===== src/rtl/pipe_stage_buffer.sv =====
// Inter-stage pipeline register with valid/ready handshake, one-entry skid,
// synchronous flush and a saturating stall-cycle counter.
module pipe_stage_buffer #(
    parameter int                PC_W     = 32,
    parameter int                INST_W   = 32,
    parameter logic [INST_W-1:0] NOP_INST = '0,
    parameter int                CNT_W    = 16
) (
    input  logic              clk,
    input  logic              rst_n,
    input  logic              flush,
    input  logic              in_valid,
    output logic              in_ready,
    input  logic [PC_W-1:0]   in_pc,
    input  logic [INST_W-1:0] in_inst,
    output logic              out_valid,
    input  logic              out_ready,
    output logic [PC_W-1:0]   out_pc,
    output logic [INST_W-1:0] out_inst,
    output logic [1:0]        count,
    output logic [CNT_W-1:0]  stall_cnt
);

    logic              main_v;
    logic              skid_v;
    logic [PC_W-1:0]   main_pc;
    logic [INST_W-1:0] main_inst;
    logic [PC_W-1:0]   skid_pc;
    logic [INST_W-1:0] skid_inst;

    logic in_xfer;
    logic out_xfer;
    logic main_free;
    logic load_skid;
    logic load_in;
    logic to_skid;
    logic stalled;

    function automatic logic [CNT_W-1:0] sat_inc(input logic [CNT_W-1:0] v);
        return (&v) ? v : v + 1'b1;
    endfunction

    // in_ready comes straight from a flop, so it never depends on out_ready.
    assign in_ready  = !skid_v;
    assign in_xfer   = in_valid && in_ready;
    assign out_xfer  = main_v && out_ready;
    assign main_free = !main_v || out_xfer;
    assign stalled   = main_v && !out_ready;

    assign load_skid = !flush && main_free && skid_v;
    assign load_in   = !flush && main_free && !skid_v && in_xfer;
    assign to_skid   = !flush && !main_free && in_xfer;

    assign out_valid = main_v;
    assign out_pc    = main_pc;
    assign out_inst  = main_v ? main_inst : NOP_INST;
    assign count     = {1'b0, main_v} + {1'b0, skid_v};

    // Control state and the visible PC; the PC is kept across bubbles.
    always_ff @(posedge clk or negedge rst_n) begin
        if (!rst_n) begin
            main_v    <= 1'b0;
            skid_v    <= 1'b0;
            main_pc   <= '0;
            stall_cnt <= '0;
        end else begin
            if (stalled) begin
                stall_cnt <= sat_inc(stall_cnt);
            end
            if (flush) begin
                main_v <= 1'b0;
                skid_v <= 1'b0;
            end else if (main_free) begin
                main_v <= skid_v || in_xfer;
                skid_v <= 1'b0;
            end else if (in_xfer) begin
                skid_v <= 1'b1;
            end
            if (load_skid) begin
                main_pc <= skid_pc;
            end else if (load_in) begin
                main_pc <= in_pc;
            end
        end
    end

    // Payload registers are qualified by the valid bits and need no reset.
    always_ff @(posedge clk) begin
        if (load_skid) begin
            main_inst <= skid_inst;
        end else if (load_in) begin
            main_inst <= in_inst;
        end
        if (to_skid) begin
            skid_pc   <= in_pc;
            skid_inst <= in_inst;
        end
    end

endmodule


===== config.mk =====
export PLATFORM = sky130hd
export DESIGN_NAME = pipe_stage_buffer
export DESIGN_NICKNAME = d
export VERILOG_FILES = /design/src/rtl/pipe_stage_buffer.sv
export SDC_FILE = /design/constraint.sdc
export NUM_CORES = 1
export LEC_CHECK = 0
export BUFFER_PORTS_ARGS = -buffer_cell sky130_fd_sc_hd__clkbuf_2
export CORE_ASPECT_RATIO = 1.75
export CORE_MARGIN = 2
export CORE_UTILIZATION = 40
export CTS_CLUSTER_DIAMETER = 120
export DETAILED_ROUTE_END_ITERATION = 16
export PLACE_DENSITY = 0.76
export SYNTH_ARGS = -nofsm -noshare
export SYNTH_HDL_FRONTEND = slang
export SYNTH_SLANG_ARGS = --single-unit

===== constraint.sdc =====
create_clock -name clk -period 7.4 [get_ports clk]
set_input_delay 2.22 -clock clk [delete_from_list [all_inputs] [get_ports clk]]
set_output_delay 2.22 -clock clk [all_outputs]
set_load 0.02 [all_outputs]

==> results of run 1 <==
cell families after synthesis:
group | count (synthesis) | synth area share
flip-flops | 146 | 0.711
AND/OR/NAND/NOR | 73 | 0.0792
AO/OA/AOI/OAI | 70 | 0.0833
buffers and inverters | 56 | 0.0379
multiplexers | 34 | 0.0659
XOR/XNOR | 12 | 0.0181
adder cells (fa/ha/maj) | 2 | 0.00431
worst reg2reg max path: stages (launching register included):
cell	delay, ps
dfrtp_1	880
nand2b_1	440
nor4b_4	350
buf_4	660
placed cells by master (no fill, tap or decap), drive strengths merged, types with 2 or more instances in the layout:
| cell | count |
|---|---|
| xnor2 | 5 |
| mux2 | 34 |
| edfxtp | 96 |
| nor4b | 2 |
| bufinv | 2 |
| buf | 6 |
| nand2 | 3 |
| xor2 | 7 |
| nor4 | 2 |
| or3 | 2 |
| inv | 41 |
| clkinv | 4 |
| nor2 | 6 |
| dfrtp | 50 |
| o221ai | 32 |
| nand3 | 7 |
| nor3 | 8 |
| ha | 2 |
| clkinvlp | 2 |
| clkbuf | 170 |
| o21ai | 32 |
| and2 | 32 |
| a21oi | 3 |
| nand4 | 7 |
power breakdown:
group          internal, W  switching [W]  total [W]
registers         0.000929      0.0000403   0.000970
logic            0.0000842       0.000149   0.000233
clock network     0.000516       0.000346   0.000861
registers in the layout, indices dropped and copies added, names as in the netlist:
register and flops:
main_inst 32, out_pc 32, out_valid 1, skid_inst 32, skid_pc 32, skid_v 1, stall_cnt 16
layer usage:
layer | wire length [um] | vias up | share of wire | track usage
li1 | - | 1781 | - | -
met1 | 4790 | 1854 | 0.39 | 0.184
met2 | 6610 | 110 | 0.54 | 0.282
met3 | 492 | 15 | 0.041 | 0.0327
met4 | 244 | 0 | 0.020 | 0.0751
met5 | 0 | - | 0 | 0
worst paths after layout:
kind	end	slack (ps)	cells past startpoint
max	count[0]	3380	2
min	stall_cnt[15]	500	1
max reg2reg	skid_pc[6]	4600	3
min reg2reg	stall_cnt[15]	500	1
max in group asynchronous	out_pc[29]	5000	2
min in group asynchronous	stall_cnt[0]	1940	2
metrics by stage:
step,total power [W],util
2_1_floorplan,0.00112,-
3_3_place_gp,0.00121,0.474
3_5_place_dp,0.00122,0.474
4_1_cts,0.00210,0.516
5_1_grt,0.00215,0.516
6_report,0.00206,0.516
cells in the mapped netlist:
cell type,instances,area (sq um)
edfxtp_1,96,2880
dfrtp_1,50,1250
inv_1,34,128
and2_1,32,200
o21ai_0,32,160
o221ai_1,32,280
mux2_2,31,349
clkbuf_1,13,48.8
buf_2,8,40.0
nor3_1,7,35.0
xor2_1,7,61.3
nand3_1,6,30.0
nand4_1,6,37.5
nor2_1,6,22.5
xnor2_1,5,43.8
a21oi_1,3,15.0
mux2_1,3,33.8
nand2_1,3,11.3
ha_1,2,25.0
nor4b_1,2,17.5
a2111oi_2,1,15.0
a211oi_1,1,7.51
a31oi_1,1,6.26
inv_2,1,3.75
nand2b_1,1,6.26
nand3_2,1,10.0
nand3b_1,1,7.51
nand4_2,1,12.5
nor2b_1,1,6.26
nor3_4,1,16.3
nor4_1,1,6.26
nor4_2,1,12.5
or3_1,1,6.26
or3_4,1,11.3
or4_4,1,11.3
layout make-up:
class,instances,area (sq um),area share
clock inverters,14,165,0.0224
inverters,35,131,0.0178
repair buffers,158,806,0.109
well taps,180,225,0.0305
clock buffers,18,439,0.0595
flip-flops and latches,146,4130,0.560
multi-input cells,191,1480,0.200
==> summary.txt, run 1 <==
Timing
  • Period utilisation layout: 0.544
  • Max Slew Vio Count: 0
  • Final Worst Setup Slack: 3380 ps
  • RSZ-0062 raised after global routing: no
  • Final Skew: 9.63 ps
  • Min cycle time layout: 4020 ps
  • Actual slew at the worst max-slew pin: 852 ps
  • Hold WS: 505 ps
  • Max Fclk: 0.249 GHz
  • Worst slew margin: 0.432
  • Final hold vios: 0
  • Fin Setup TNS: 0 ps
  • Final setup fails: 0

Global routing
  • Global-route wire length before repair: 19,300 um
  • Vias in the first global route: 3,866
  • GRT overflow: 0
  • Initial antenna violation count: 0
  • GRT Overall Usage: 0.161
  • Largest net degree at the start of global routing: 79

Placement
  • Post-DP HPWL: 8240 um
  • Setup WS pre-CTS: 3270 ps
  • GP Congestion: 0.787
  • Cell Count Post-Placement: 710
  • Input/output buffers: 152
  • Area after DPL: 6770 sq um

Final layout
  • Layout filler cell count: 1,213
  • Area delta synth->final: 27.0%
  • Fin area: 7380 sq um
  • Nets: 620
  • Post-Layout Cell Count: 742
  • ANT cells: 0
  • Layout cells sized above 1: 0.411

Die
  • Row count: 58
  • DIE HEIGHT: 163 um
  • I/O pins: 153
  • Die W: 95.1 um
  • Core ar.: 14,300 sq um
  • Starting density of the core: 0.407
  • Die area: 15,500 sq um

Synthesis
  • Synth Net Count: 464
  • Synth Register Bits: 146
  • Post-synthesis cell count: 393
  • Unique masters post-synth: 35
  • Avg Cell Area, Syn: 14.8 sq um
  • Seq/Total Area, Yosys: 0.711
  • Syn. warnings: 0
  • Mapped cell area: 5810 sq um

Worst setup path
  • Critical path endpoint category: primary output
  • Crit Path Max Fanout: 36
  • Critical Path Source: out_valid
  • WP data required: 5180 ps
  • Critical path startpoint category: register
  • Worst Path Arrival: 1800 ps
  • Reg2reg start: out_valid
  • Cell family with most CP delay: flip-flops
  • Crit-path cells: ha_1 -> clkbuf_2
  • Slowest CP cell: dfrtp_1
  • Max incr delay on CP: 880 ps
  • Worst path bufs/invs: 1
  • Crit Path Class: register to primary output

CTS
  • CTS tree: built
  • CTS root buffer: clkbuf_16
  • Clk slew on worst S/H paths: 60 ps
  • CTS sink count: 146
  • PostCTS Resize Cnt: 0
  • Cts hold-fix bufs: 0
  • Skew-Pair Late Insertion Delay: 400 ps
  • H-tree depth: 4
  • Longest Clk Path Bufs: 2
  • Cts bufs inserted: 17
  • Postcts setup bufs: 0

Hold path
  • Hold Crit Class: register to register
  • Hold path startpoint: stall_cnt[15]

Route
  • Post-route DRC: 0
  • Routed Antenna Nets: 0
  • Avg WL per Cell: 16.4 um
  • DRT Wirelength: 12,100 um
  • Drt first-iter violations: 93
  • Vias post-DR: 3,760
  • Detailed Routing Iterations Pass 1: 4
  • Vias per cell: 5.07

Job
  • Max_cap viols: 0

Run status
  • Status: completed

Power
  • Leakage: 3.06 nW
  • Max rail drop VDD: 162 uV
  • PwrDens: 280 nW/um^2
Note: power is estimated with default switching activity, not from simulation.
==> run 2, diff against run 1 <==
Clock period 7.4 ns to 3.4 ns, I/O delays scaled along.
==> summary.txt, run 2 (synthesized netlist as in run 1, its figures left out) <==
Run status
  • Status: completed (unchanged)

Final layout
  • Commonest non-fill, non-tap cell in the layout: clkbuf_2 (unchanged)
  • ANT cells: 0 (unchanged)
  • Layout filler cell count: 1,196 (was 1,213)
  • Post-Route Utilization: 0.520 (was 0.516)
  • Area delta synth->final: 27.9% (was 27.0%)
  • Nets: 624 (was 620)
  • Most frequent cells in the layout: 152 x clkbuf_2, 96 x edfxtp_1, 50 x dfrtp_1 (unchanged)
  • Layout cells sized above 1: 0.417 (was 0.411)

Global routing
  • Largest net degree at the start of global routing: 73 (was 79)
  • Initial antenna violation count: 0 (unchanged)
  • Global-route wire length before repair: 20,100 um (was 19,300 um)
  • GRT overflow: 0 (unchanged)
  • GRT Overall Usage: 0.170 (was 0.161)
  • Vias in the first global route: 3,965 (was 3,866)

Route
  • Drt first-iter violations: 172 (was 93)
  • Post-route DRC: 0 (unchanged)
  • Vias post-DR: 3,820 (was 3,760)
  • DRT Wirelength: 12,800 um (was 12,100 um)
  • Routed Antenna Nets: 0 (unchanged)
  • Detailed Routing Iterations Pass 1: 4 (unchanged)
  • Vias per cell: 5.12 (was 5.07)
  • Avg WL per Cell: 17.1 um (was 16.4 um)

Timing
  • Final setup fails: 0 (unchanged)
  • Max Fclk: 0.357 GHz
  • Max Slew Vio Count: 0 (unchanged)
  • Final hold vios: 0 (unchanged)
  • Period utilisation layout: 0.824
  • Min cycle time layout: 2800 ps
  • Fin Setup TNS: 0 ps (unchanged)
  • RSZ-0062 raised after global routing: no (unchanged)
  • Worst slew margin: 0.458 (was 0.432)
  • Final Skew: 8.29 ps (was 9.63 ps)
  • Actual slew at the worst max-slew pin: 814 ps (was 852 ps)

Power
  • Power Total: 0.00458 W (was 0.00206 W)
  • Leakage: 3.09 nW (was 3.06 nW)
  • PwrDens: 615 nW/um^2 (was 280 nW/um^2)
  • Max rail drop VDD: 329 uV (was 162 uV)

CTS
  • Clk slew on worst S/H paths: 60 ps (about the same)
  • CTS sink count: 146 (unchanged)
  • CTS root buffer: clkbuf_16 (unchanged)
  • Cts bufs inserted: 17 (unchanged)
  • Cts hold-fix bufs: 0 (unchanged)
  • CTS tree: built (unchanged)
  • Postcts setup bufs: 0 (unchanged)
  • PostCTS Resize Cnt: 0 (unchanged)
  • Skew-Pair Late Insertion Delay: 410 ps (was 400 ps)
  • Longest Clk Path Bufs: 2 (unchanged)
  • H-tree depth: 4 (unchanged)

Die
  • I/O pins: 153 (unchanged)
  • Starting density of the core: 0.407 (unchanged)
  • Die W: 95.1 um (unchanged)
  • Row count: 58 (unchanged)
  • Die area: 15,500 sq um (unchanged)
  • Core ar.: 14,300 sq um (unchanged)
  • DIE HEIGHT: 163 um (unchanged)

Worst setup path
  • Worst Path Arrival: 1780 ps (was 1800 ps)
  • Critical path endpoint category: primary output (unchanged)
  • WP data required: 2380 ps (was 5180 ps)
  • Crit Path Max Fanout: 27 (was 36)
  • Crit Path Class: register to primary output (unchanged)
  • Critical path startpoint category: register (unchanged)

Job
  • Max_cap viols: 0 (unchanged)

Hold path
  • Hold Crit Class: register to register (unchanged)

Placement
  • Input/output buffers: 152 (unchanged)
  • Post-DP HPWL: 8920 um (was 8240 um)
  • GP Congestion: 0.888 (was 0.787)
==> run 2: cell count changes in the layout (fill, tap and decap cells not counted), sizes merged <==
cell	delta
clkbuf	+1
buf	+4
clkinvlp	+2
clkinv	-3
bufinv	+1
inv	-1
==> run 2: layout make-up <==
class	instances	area, sq um	share of cell area
timing repair buffer	162	836	0.112
clock buffer	19	453	0.0609
tap	180	225	0.0303
sequential	146	4130	0.556
multi-input combinational	191	1490	0.200
inverter	35	131	0.0177
clock inverter	13	171	0.0231
==> run 2: per-stage QoR <==
step / worst slack [ps] / instance area [sq um] / cells / hold WS, ps
final: 598 / 7440 / 746 / 520
after floorplan: -438 / 5840 / 393 / 497
after detailed placement: 888 / 6810 / 714 / 507
after CTS: 580 / 7440 / 746 / 518
after global placement: 977 / 6810 / 714 / 492
after global routing: 491 / 7440 / 746 / 550
==> run 2: worst paths after layout <==
check,from,end,slack [ps],cells past startpoint
worst max-delay path,out_valid,count[0],600,3
worst min-delay path,stall_cnt[15],stall_cnt[15],520,1
worst max register to register,out_valid,out_pc[22],1320,5
worst min register to register,stall_cnt[15],stall_cnt[15],520,1
max in group asynchronous,rst_n,out_pc[25],2000,2
min in group asynchronous,rst_n,stall_cnt[15],690,1
==> run 2: per-layer routing <==
layer  up-vias  part of all wire  track usage
li1       1784                 -            -
met1      1904              0.38        0.191
met5         -                 0            0
met2       124              0.54        0.298
met4         0             0.011       0.0665
met3         8             0.061       0.0484
==> run 2: critical path: stages, from the launching register on <==
cell and delay [ps]:
dfrtp_1 600, buf_4 330, ha_1 280, clkbuf_2 170
==> run 2: report_power, final <==
part / total, W / leakage (nW) / internal, W / switching [W]
registers: 0.00211 / 1.51 / 0.00202 / 0.0000852
clock network: 0.00195 / 0.295 / 0.00121 / 0.000742
logic: 0.000518 / 1.28 / 0.000187 / 0.000332
